--- config.mk ---
export PLATFORM = sky130hd
export DESIGN_NAME = wb_trace_tx
export DESIGN_NICKNAME = d
export VERILOG_FILES = /design/src/rtl/wb_trace_pkg.sv /design/src/rtl/wb_trace_fifo.sv /design/src/rtl/wb_trace_tx.sv
export SDC_FILE = /design/constraint.sdc
export NUM_CORES = 1
export LEC_CHECK = 0
export BUFFER_PORTS_ARGS = -buffer_cell sky130_fd_sc_hd__buf_2
export CORE_MARGIN = 2
export CORE_UTILIZATION = 32
export DETAILED_ROUTE_END_ITERATION = 10
export PLACE_DENSITY = 0.53
export SYNTH_ARGS = -nofsm -noshare
export SYNTH_HDL_FRONTEND = slang
export SYNTH_SLANG_ARGS = --single-unit
--- constraint.sdc ---
create_clock -name clock -period 5.45 [get_ports clock]
set_input_delay 1.09 -clock clock [delete_from_list [all_inputs] [get_ports clock]]
set_output_delay 1.09 -clock clock [all_outputs]
set_load 0.05 [all_outputs]
--- src/rtl/wb_trace_pkg.sv ---
// rtl/wb_trace_pkg.sv - shared types and constants for the writeback trace transmitter
// Frame length depends on macro WB_TRACE_PARITY_EN.
package wb_trace_pkg;

    typedef enum logic [2:0] {
        ST_IDLE,
        ST_START,
        ST_DATA,
        ST_PARITY,
        ST_STOP
    } tx_state_e;

    localparam logic START_BIT = 1'b0;
    localparam logic STOP_BIT  = 1'b1;

    function automatic int frame_bits(input int data_w);
`ifdef WB_TRACE_PARITY_EN
        return data_w + 3;
`else
        return data_w + 2;
`endif
    endfunction

endpackage

--- src/rtl/wb_trace_fifo.sv ---
// rtl/wb_trace_fifo.sv - synchronous DEPTH x DATA_W FIFO buffering writeback words
// The caller guarantees push only when not full (or popping) and pop only when not empty.
module wb_trace_fifo
    import wb_trace_pkg::*;
#(
    parameter int DEPTH  = 8,
    parameter int DATA_W = 32
) (
    input  logic                       clock,
    input  logic                       reset,
    input  logic                       push,
    input  logic                       pop,
    input  logic [DATA_W-1:0]          wdata,
    output logic [DATA_W-1:0]          rdata,
    output logic                       full,
    output logic                       empty,
    output logic [$clog2(DEPTH+1)-1:0] count
);

    localparam int AW = $clog2(DEPTH);
    localparam int CW = $clog2(DEPTH + 1);

    logic [DATA_W-1:0] mem_q [DEPTH];
    logic [AW-1:0]     wr_ptr_q;
    logic [AW-1:0]     rd_ptr_q;
    logic [CW-1:0]     count_q;

    // Power-of-two depth lets the pointers wrap by natural overflow.
    always_ff @(posedge clock) begin
        if (reset) begin
            wr_ptr_q <= '0;
            rd_ptr_q <= '0;
            count_q  <= '0;
        end else begin
            if (push) begin
                mem_q[wr_ptr_q] <= wdata;
                wr_ptr_q        <= wr_ptr_q + 1'b1;
            end
            if (pop) begin
                rd_ptr_q <= rd_ptr_q + 1'b1;
            end
            if (push && !pop) begin
                count_q <= count_q + 1'b1;
            end else if (pop && !push) begin
                count_q <= count_q - 1'b1;
            end
        end
    end

    assign rdata = mem_q[rd_ptr_q];
    assign full  = (count_q == CW'(DEPTH));
    assign empty = (count_q == '0);
    assign count = count_q;

endmodule

--- src/rtl/wb_trace_tx.sv ---
// rtl/wb_trace_tx.sv - serialises buffered busw writebacks onto a framed debug line
// Macro WB_TRACE_PARITY_EN adds an even-parity bit between data and stop.
module wb_trace_tx
    import wb_trace_pkg::*;
#(
    parameter int DEPTH        = 8,
    parameter int DATA_W       = 32,
    parameter int CLKS_PER_BIT = 4
) (
    input  logic                       clock,
    input  logic                       reset,
    input  logic                       wb_valid,
    input  logic [DATA_W-1:0]          busw,
    output logic                       tx_serial,
    output logic                       tx_busy,
    output logic                       full,
    output logic [$clog2(DEPTH+1)-1:0] count,
    output logic                       overflow
);

    localparam int CDW = $clog2(CLKS_PER_BIT + 1);
    localparam int BW  = $clog2(frame_bits(DATA_W));
    localparam logic [CDW-1:0] CLK_LAST = CDW'(CLKS_PER_BIT - 1);
    localparam logic [BW-1:0]  BIT_LAST = BW'(DATA_W - 1);

    tx_state_e         state_q;
    logic [DATA_W-1:0] shift_q;
    logic [CDW-1:0]    clk_cnt_q;
    logic [BW-1:0]     bit_cnt_q;
    logic              tx_serial_q;
    logic              tx_busy_q;
    logic              overflow_q;
`ifdef WB_TRACE_PARITY_EN
    logic              parity_q;
`endif

    logic [DATA_W-1:0] head;
    logic              fifo_empty;
    logic              bit_end;
    logic              pop;
    logic              push;

    // A pop in the last stop-bit cycle chains the next start bit with no idle gap.
    assign bit_end = (clk_cnt_q == CLK_LAST);
    assign pop     = !fifo_empty && ((state_q == ST_IDLE) || ((state_q == ST_STOP) && bit_end));
    assign push    = wb_valid && (!full || pop);

    wb_trace_fifo #(
        .DEPTH  (DEPTH),
        .DATA_W (DATA_W)
    ) u_fifo (
        .clock (clock),
        .reset (reset),
        .push  (push),
        .pop   (pop),
        .wdata (busw),
        .rdata (head),
        .full  (full),
        .empty (fifo_empty),
        .count (count)
    );

    always_ff @(posedge clock) begin
        if (reset) begin
            state_q     <= ST_IDLE;
            shift_q     <= '0;
            clk_cnt_q   <= '0;
            bit_cnt_q   <= '0;
            tx_serial_q <= STOP_BIT;
            tx_busy_q   <= 1'b0;
            overflow_q  <= 1'b0;
`ifdef WB_TRACE_PARITY_EN
            parity_q    <= 1'b0;
`endif
        end else begin
            if (wb_valid && full && !pop) begin
                overflow_q <= 1'b1;
            end
            clk_cnt_q <= bit_end ? '0 : clk_cnt_q + 1'b1;

            if (pop) begin
                state_q     <= ST_START;
                shift_q     <= head;
                tx_serial_q <= START_BIT;
                tx_busy_q   <= 1'b1;
                clk_cnt_q   <= '0;
`ifdef WB_TRACE_PARITY_EN
                parity_q    <= ^head;
`endif
            end else begin
                case (state_q)
                    ST_IDLE: begin
                        clk_cnt_q <= '0;
                    end
                    ST_START: begin
                        if (bit_end) begin
                            state_q     <= ST_DATA;
                            tx_serial_q <= shift_q[0];
                            bit_cnt_q   <= '0;
                        end
                    end
                    ST_DATA: begin
                        if (bit_end) begin
                            if (bit_cnt_q == BIT_LAST) begin
`ifdef WB_TRACE_PARITY_EN
                                state_q     <= ST_PARITY;
                                tx_serial_q <= parity_q;
`else
                                state_q     <= ST_STOP;
                                tx_serial_q <= STOP_BIT;
`endif
                            end else begin
                                shift_q     <= shift_q >> 1;
                                tx_serial_q <= shift_q[1];
                                bit_cnt_q   <= bit_cnt_q + 1'b1;
                            end
                        end
                    end
                    ST_PARITY: begin
                        if (bit_end) begin
                            state_q     <= ST_STOP;
                            tx_serial_q <= STOP_BIT;
                        end
                    end
                    ST_STOP: begin
                        if (bit_end) begin
                            state_q     <= ST_IDLE;
                            tx_serial_q <= STOP_BIT;
                            tx_busy_q   <= 1'b0;
                        end
                    end
                    default: begin
                        state_q     <= ST_IDLE;
                        tx_serial_q <= STOP_BIT;
                        tx_busy_q   <= 1'b0;
                    end
                endcase
            end
        end
    end

    assign tx_serial = tx_serial_q;
    assign tx_busy   = tx_busy_q;
    assign overflow  = overflow_q;

endmodule

==> results of run 1 <==
[stage by stage]
step	power [W]	hold slack, ns
2_1_floorplan	0.004025	0.3991
3_3_place_gp	0.004293	0.4058
3_5_place_dp	0.004308	0.4130
4_1_cts	0.006700	0.4215
5_1_grt	0.006934	0.4356
6_report	0.006620	0.4181
[worst max path at each step]
stage / from / end / slack (ns) / depth (start not counted)
finish: clk_cnt_q[0] / u_fifo.count[3] / 2.03 / 12
global route: clk_cnt_q[0] / u_fifo.count[3] / 1.79 / 12
CTS: clk_cnt_q[0] / u_fifo.count[3] / 2.03 / 12
detailed placement: clk_cnt_q[0] / u_fifo.count[3] / 2.03 / 12
global placement: clk_cnt_q[0] / u_fifo.count[3] / 2.11 / 12
floorplan: u_fifo.count[0] / u_fifo.mem_q[4][0] / 0.24 / 4
[cell type report]
class,count,area [um^2],area share (%)
Sequential cell,316,8892,60.74
Timing Repair Buffer,56,327.8,2.239
Clock inverter,15,171.4,1.171
Inverter,9,46.29,0.3162
Clock buffer,48,997.2,6.811
Multi-Input combinational cell,444,3555,24.28
Antenna cell,1,2.502,0.01709
Tap cell,518,648.1,4.427
[power groups by stage]
stage | combinational, W | clock [W] | sequential, W
6_report | 0.00130 | 0.00238 | 0.00295
5_1_grt | 0.00142 | 0.00254 | 0.00298
4_1_cts | 0.00131 | 0.00244 | 0.00295
3_5_place_dp | 0.00131 | 0 | 0.00300
3_3_place_gp | 0.00130 | 0 | 0.00299
2_1_floorplan | 0.00103 | 0 | 0.00299
[flip-flops by register name, indices dropped and copies added (netlist names), named ones only]
| register | cells |
|---|---|
| u_fifo.mem_q | 256 |
| clk_cnt_q | 3 |
| u_fifo.rd_ptr_q | 3 |
| state_q | 3 |
| shift_q | 32 |
| overflow | 1 |
| tx_serial | 1 |
| u_fifo.wr_ptr_q | 3 |
| u_fifo.count | 4 |
| bit_cnt_q | 6 |
| tx_busy | 1 |
[metal layers]
metal  global-route usage [%]  vias to the layer above  share of wire (%)
li1                         -                     3267                  -
met1                    16.56                     3439                 45
met2                    21.81                      105                 49
met3                    2.349                       36                3.7
met4                    3.389                        0                1.8
met5                        0                        -                  0
[kinds of logic after synthesis]
| kind of cell | count (synthesis) | synth area share, % |
|---|---|---|
| flops | 316 | 70.02 |
| fa+ha+maj | 9 | 0.9463 |
| xor+xnor | 5 | 0.3451 |
| mux | 129 | 10.60 |
| buf+inv | 61 | 2.494 |
| simple gates | 173 | 8.142 |
| compound gates | 128 | 7.452 |
[cell usage in the layout, fill, tap and decap left out, drive strengths merged, types with 3 or more instances in the layout]
| cell | n |
|---|---|
| a21oi | 44 |
| a22oi | 61 |
| buf | 56 |
| bufinv | 4 |
| clkbuf | 48 |
| clkinv | 9 |
| dfxtp | 60 |
| edfxtp | 256 |
| ha | 8 |
| inv | 9 |
| mux2 | 3 |
| mux2i | 122 |
| mux4 | 4 |
| nand2 | 13 |
| nand2b | 4 |
| nand3 | 7 |
| nor2 | 55 |
| nor2b | 8 |
| nor3 | 38 |
| nor4 | 32 |
| o21ai | 10 |
| or3 | 6 |
| xnor2 | 3 |
[worst max-delay path, delay by kind of cell, from the launching register on]
family	cells	cell delay, ns
buffers and inverters	2	0.33
multiplexers	2	0.57
AO/OA/AOI/OAI	2	0.35
AND/OR/NAND/NOR	2	0.76
adder cells (fa/ha/maj)	4	0.96
flip-flops	1	0.33
==> flow_summary.ini, run 1 <==
[route]
drt-pass1-iter-count = 4
wl_per_cell_um = 18.55
final_antenna_net_count = 0
drc = 0
via_count = 6847
vias_per_cell = 4.866
drt_iter0_markers = 419
drt_wl_total_um = 26100

[job]
maxCapViolCount = 0

[finish]
nNetsFinal = 906
synthToLayoutAreaGrowth_pct = 15.34
instances_no_fill = 1407
fillCellCount = 3692
drive_above_1_share_pct = 20.38
final_cell_area_um2 = 14640
utilization_pct = 37.62

[clocking]
postCtsSetupBuffers = 0
cts_hold_buf = 0
ctsResizeCount = 0
ctsRootBufferMaster = clkbuf_16
clock_path_buffers = 3
clock-sinks = 316
htreeDepth = 2
tritoncts = done
cts_inserted_buffers = 35
clk_pin_slew_ns = 0.06
clk_latency_ns = 0.50

[place]
portBuffers = 42
post-place-ws_ns = 2.034
gp_congestion = 0.7528
place_hpwl_um = 15090
placed_area_um2 = 13470
placedCellCount = 1343

[floorplan]
fp.dieW_um = 203.2
ios = 43
core_area_um2 = 38920
die_h_um = 203.2
initial_core_util_pct = 32.62
dieArea_um2 = 41280
rows = 72

[global_routing]
grt_pass1_vias = 6917
grt_overflow = 0
grt_max_degree = 67
antenna_found_initial = 1
grt_usage_pct = 12.72
grt_pass1_wl_um = 40810

[synth]
syn-cell-area_um2 = 12690
synthTopCellsByCount = 256 x edfxtp_1, 122 x mux2i_1, 61 x a22oi_1
yosys_register_bits = 316
synth_top_area_share_pct = 60.56
postSynthCellCount = 821
ys_seq_area_share_pct = 70.02
synth_cell_types = 51
synth_area_per_cell_um2 = 15.46
yosys.area.top_type = edfxtp_1
synthArstFlopShare_pct = 0
synth_edf_count = 256
synth_fp_nets = 865
synth_warnings = 0
synth_most_common_cell = edfxtp_1
synth_area_leaders = edfxtp_1 61%, mux2i_1 9.6%, dfxtp_1 9.5%
synth_top_flop_cell = edfxtp_1

[pwr]
switching_share_pct = 28.28
p_per_area_nw_per_um2 = 452.2
clkPwrFrac_pct = 35.9
intPower_w = 0.004748
p_comb_share_pct = 19.6
ir_drop_uv = 266.1
p_leak_nw = 4.546
p_sw_w = 0.001872
sequentialPowerShare_pct = 44.5

[sta]
skew_ns = 0.01204
finalHoldViolCount = 0
fmax_ghz = 0.2925
slew_violations = 0
rsz0062_at_grt = no
setup_viol_count_final = 0
worstMarginPinSlew_ns = 1.221
setup_tns_ns = 0
post-route-min-period_ns = 3.418
fin_ws_ns = 2.032
relSlewSlack_pct = 18.41
fin_crit_sh_pct = 62.72

[worst_setup_path]
cp_max_fo = 37
endpoint_kind = flop
max_stage_delay_ns = 0.56
critical_path_class = reg2reg
timing.rr.end = u_fifo.count[3]
crit_top_cell = ha_1
crit_chain = ha_1 > ha_1 > nand2b_1 > and3_4 > inv_12 > ha_1 > inv_1 > ha_1 > a21o_1 > a21oi_1 > mux2i_1 > mux2_2
regToRegStartpoint = clk_cnt_q[0]
required_ns = 5.85
cp-start-kind = flop
crit_arrival_ns = 3.82
cp_slowest_cell = and3_4
rr_worst_depth = 12
rrSetupSlack_ns = 2.03

[hold_path]
hold_depth = 1
min_to = clk_cnt_q[0]
worstHoldPathType = reg2reg
hold_start = clk_cnt_q[0]

[run_status]
status = completed
Power figures use the tool's default switching activity.
==> run 2: changes to the inputs <==
--- a/config.mk
+++ b/config.mk
@@ -9,7 +9,7 @@
 export CORE_MARGIN = 2
 export CORE_UTILIZATION = 32
 export DETAILED_ROUTE_END_ITERATION = 10
-export PLACE_DENSITY = 0.53
+export PLACE_DENSITY = 0.52
 export SYNTH_ARGS = -nofsm -noshare
 export SYNTH_HDL_FRONTEND = slang
 export SYNTH_SLANG_ARGS = --single-unit
==> constraint.sdc (replaced) <==
create_clock -name clock -period 3.3 [get_ports clock]
set_input_delay 0.66 -clock clock [delete_from_list [all_inputs] [get_ports clock]]
set_output_delay 0.66 -clock clock [all_outputs]
set_load 0.05 [all_outputs]
==> flow_summary.ini, run 2 (same netlist as run 1, synthesis figures left out) <==
[pwr]
p_sw_w = 0.003084
switching_share_pct = 28.16
intPower_w = 0.007869
p_per_area_nw_per_um2 = 739.4
p_comb_share_pct = 20.3
clkPwrFrac_pct = 35.3
ir_drop_uv = 429.1
p_leak_nw = 4.662
sequentialPowerShare_pct = 44.4

[worst_setup_path]
max_stage_delay_ns = 0.35
cp_slowest_cell = mux2_2
required_ns = 3.70
cp-start-kind = flop
critical_path_class = reg2reg
cp_max_fo = 10
crit_top_cell = ha_1
timing.rr.end = u_fifo.count[3]
critical_path_depth = 13
path_delay_family = adder cells
endpoint_kind = flop
regToRegStartpoint = clk_cnt_q[0]
rr_worst_depth = 13
rrSetupSlack_ns = 0.38
crit_arrival_ns = 3.31
cp_num_buf_inv = 2
crit_chain = ha_1 > ha_1 > nor2b_1 > o21ai_1 > nand2_1 > inv_1 > ha_1 > inv_1 > ha_1 > a21o_1 > a21oi_1 > mux2i_1 > mux2_2

[floorplan]
initial_core_util_pct = 32.62
core_area_um2 = 38920
dieArea_um2 = 41280
ios = 43
die_h_um = 203.2
rows = 72
fp.dieW_um = 203.2

[clocking]
ctsResizeCount = 0
ctsRootBufferMaster = clkbuf_16
clock_path_buffers = 3
clk_latency_ns = 0.51
tritoncts = done
cts_inserted_buffers = 35
cts_hold_buf = 0
postCtsSetupBuffers = 0
htreeDepth = 2
clock-sinks = 316
clk_pin_slew_ns = 0.06

[global_routing]
antenna_found_initial = 1
grt_overflow = 0
grt_usage_pct = 12.99
grt_pass1_wl_um = 41190
grt_pass1_vias = 6871
grt_max_degree = 43

[sta]
post-route-min-period_ns = 2.917
skew_ns = 0.01880
setup_tns_ns = 0
fmax_ghz = 0.3428
rsz0062_at_grt = no
relSlewSlack_pct = 54.81
slew_violations = 0
fin_ws_ns = 0.3829
finalHoldViolCount = 0
worstMarginPinSlew_ns = 0.6779
setup_viol_count_final = 0
fin_crit_sh_pct = 88.40

[place]
gp_congestion = 0.7546
post-place-ws_ns = 0.3929
place_hpwl_um = 15410
placed_area_um2 = 13650
placedCellCount = 1362
portBuffers = 42

[route]
drt_iter0_markers = 415
drc = 0
wl_per_cell_um = 18.48
final_antenna_net_count = 0
via_count = 6857
drt-pass1-iter-count = 4
drt_wl_total_um = 26350
vias_per_cell = 4.809

[finish]
drive_above_1_share_pct = 22.71
final_cell_area_um2 = 14810
instances_no_fill = 1426
reg.largest.list = u_fifo.mem_q (256), shift_q (32), bit_cnt_q (6)
layout_common_cells = 256 x edfxtp_1, 122 x mux2i_1, 61 x a22oi_1
regMostFlops = u_fifo.mem_q
largest_register_ffs = 256
nNetsFinal = 925
multi_input_area_um2 = 3578
synthToLayoutAreaGrowth_pct = 16.70
seq_area_um2 = 8896
utilization_pct = 38.06
fillCellCount = 3664
final_common_cell = edfxtp_1

[job]
maxCapViolCount = 0

[hold_path]
min_to = clk_cnt_q[0]
worstHoldPathType = reg2reg
hold_start = clk_cnt_q[0]
hold_depth = 1

[run_status]
status = completed
## run 2: cell count changes in the layout (fill, tap and decap cells not counted), sizes merged
cell and change:
clkinv -1, bufinv -1, buf +19, clkbuf +4, clkinvlp -2
## run 2: through the flow
stage	total power [W]	hold WS (ns)
3_5_place_dp	0.007213	0.4206
5_1_grt	0.01151	0.4208
2_1_floorplan	0.006665	0.3991
6_report	0.01095	0.4205
3_3_place_gp	0.007183	0.4055
4_1_cts	0.01111	0.4118
## run 2: worst max-delay path by stage
stage	startpoint	end	slack [ns]
after floorplan	u_fifo.count[0]	u_fifo.mem_q[1][0]	-0.78
after global placement	clk_cnt_q[0]	u_fifo.count[3]	0.43
after detailed placement	clk_cnt_q[0]	u_fifo.count[3]	0.39
after CTS	clk_cnt_q[0]	u_fifo.count[3]	0.36
after global routing	clk_cnt_q[0]	u_fifo.count[3]	0.15
final	clk_cnt_q[0]	u_fifo.count[3]	0.38
## run 2: area by class of cell
cell class              count  area share [%]
inverters                   9          0.3125
diodes                      1         0.01689
clock inverters            11          0.8531
clock buffers              52           6.968
multi-input cells         444           24.16
flip-flops and latches    316           60.06
repair buffers             75           3.260
well taps                 518           4.375
## run 2: per-layer routing
layer | global-route usage (%) | share of wire (%) | vias to the layer above
li1 | - | - | 3315
met1 | 17.02 | 46 | 3412
met2 | 22.18 | 49 | 96
met3 | 2.365 | 3.4 | 34
met4 | 3.363 | 1.7 | 0
met5 | 0 | 0 | -
## run 2: power groups by stage
stage	Clock [W]	Combinational, W	Sequential, W
2_1_floorplan	0	0.00171	0.00496
3_3_place_gp	0	0.00224	0.00494
3_5_place_dp	0	0.00226	0.00495
4_1_cts	0.00397	0.00227	0.00487
5_1_grt	0.00414	0.00245	0.00491
6_report	0.00386	0.00223	0.00487
==> run 3: changes to the inputs <==
--- a/config.mk
+++ b/config.mk
@@ -7,9 +7,9 @@
 export LEC_CHECK = 0
 export BUFFER_PORTS_ARGS = -buffer_cell sky130_fd_sc_hd__buf_2
 export CORE_MARGIN = 2
-export CORE_UTILIZATION = 32
+export CORE_UTILIZATION = 45
 export DETAILED_ROUTE_END_ITERATION = 10
-export PLACE_DENSITY = 0.52
+export PLACE_DENSITY = 0.66
 export SYNTH_ARGS = -nofsm -noshare
 export SYNTH_HDL_FRONTEND = slang
 export SYNTH_SLANG_ARGS = --single-unit
==> flow_summary.ini, run 3 (same netlist as run 1, synthesis figures left out) <==
[finish]
utilization_pct = 52.55
layout_common_cells = 256 x edfxtp_1, 122 x mux2i_1, 61 x a22oi_1
diodes = 0
instances_no_fill = 1275
regMostFlops = u_fifo.mem_q
reg.largest.list = u_fifo.mem_q (256), shift_q (32), bit_cnt_q (6)
final_common_cell = edfxtp_1
nNetsFinal = 916
synthToLayoutAreaGrowth_pct = 15.01
drive_above_1_share_pct = 22.30
largest_register_ffs = 256

[clocking]
clk_pin_slew_ns = 0.06
postCtsSetupBuffers = 0
cts_hold_buf = 0
cts_inserted_buffers = 31
htreeDepth = 1
tritoncts = done
ctsRootBufferMaster = clkbuf_16
clock_path_buffers = 3
clk_latency_ns = 0.56
clock-sinks = 316
ctsResizeCount = 0

[floorplan]
rows = 61
die_h_um = 172.0
fp.dieW_um = 172.0
ios = 43
core_area_um2 = 27780
initial_core_util_pct = 45.69
dieArea_um2 = 29570

[route]
drt_wl_total_um = 25580
vias_per_cell = 5.479
drc = 0
via_count = 6986
wl_per_cell_um = 20.06
drt_iter0_markers = 474
final_antenna_net_count = 0
drt-pass1-iter-count = 5

[hold_path]
worstHoldPathType = in2reg

[worst_setup_path]
cp_max_fo = 10
required_ns = 3.74
crit_chain = ha_1 > ha_1 > nor2b_1 > o21ai_1 > nand2_1 > inv_1 > ha_1 > inv_1 > ha_1 > a21o_1 > a21oi_1 > mux2i_1 > mux2_2
endpoint_kind = flop
path_delay_family = adder cells
critical_path_class = reg2reg
max_stage_delay_ns = 0.34
cp-start-kind = flop
cp_slowest_cell = mux2_2
crit_top_cell = ha_1
cp_num_buf_inv = 2
crit_arrival_ns = 3.39

[sta]
setup_tns_ns = 0
post-route-min-period_ns = 2.946
relSlewSlack_pct = 45.04
slew_violations = 0
whs_ns = 0.3686
finalHoldViolCount = 0
fmax_ghz = 0.3395
worstMarginPinSlew_ns = 0.8207
fin_crit_sh_pct = 89.27
fin_ws_ns = 0.3541
setup_viol_count_final = 0
rsz0062_at_grt = no
skew_ns = 0.01160

[job]
maxCapViolCount = 0

[run_status]
status = completed

[pwr]
p_leak_nw = 4.624
p_per_area_nw_per_um2 = 746.4
ir_drop_uv = 474.2

[place]
gp_congestion = 0.7222
portBuffers = 42
placedCellCount = 1217
post-place-ws_ns = 0.3853
place_hpwl_um = 14620

[global_routing]
antenna_found_initial = 0
grt_pass1_wl_um = 40280
grt_max_degree = 62
grt_pass1_vias = 7088
grt_usage_pct = 17.76
grt_overflow = 0
==> run 3: cell count changes in the layout (fill, tap and decap cells not counted), sizes merged <==
cell	delta
buf	-5
bufinv	+4
clkbuf	-9
clkinv	-1
diode	-1
inv	+1
==> run 3: routing by layer <==
metal | global-route usage (%) | vias up | part of all wire [%]
li1 | - | 3296 | -
met1 | 23.87 | 3509 | 44
met2 | 30.70 | 144 | 50
met3 | 2.449 | 37 | 4.5
met4 | 4.311 | 0 | 1.9
met5 | 0 | - | 0
==> run 3: through the flow <==
step | instance area [um^2] | power (W)
3_3_place_gp | 13480 | 0.007132
6_report | 14600 | 0.01090
5_1_grt | 14600 | 0.01138
2_1_floorplan | 12730 | 0.006665
3_5_place_dp | 13480 | 0.007174
4_1_cts | 14600 | 0.01101
==> run 3: cell type report <==
class                           count  area [um^2]
Tap cell                          378        473.0
Clock buffer                       43        870.8
Multi-Input combinational cell    444         3578
Sequential cell                   316         8896
Timing Repair Buffer               70        483.0
Inverter                            9        46.29
Clock inverter                     15        251.5
Fill cell                        2296        13180
==> run 3: where the power goes <==
part	total (W)	internal, W	leakage (nW)	switching, W
registers	0.00486	0.00464	2.81	0.000227
logic	0.00221	0.000829	1.26	0.00138
clock network	0.00382	0.00238	0.552	0.00144
==> run 3: worst paths after layout <==
kind,slack (ns),to,from,depth (start not counted)
worst min-delay path,0.37,u_fifo.mem_q[2][1],busw[1],1
worst max-delay path,0.35,u_fifo.count[3],clk_cnt_q[0],13
worst min register to register,0.42,clk_cnt_q[0],clk_cnt_q[0],1
worst max register to register,0.35,u_fifo.count[3],clk_cnt_q[0],13
==> run 3: worst register-to-register path: stages, from the launching register on <==
cell     delay [ns]
dfxtp_1        0.33
ha_1           0.15
ha_1           0.31
nor2b_1        0.11
o21ai_1        0.29
nand2_1        0.12
inv_1          0.07
ha_1           0.16
inv_1          0.09
ha_1           0.29
a21o_1         0.18
a21oi_1        0.17
mux2i_1        0.22
mux2_2         0.34
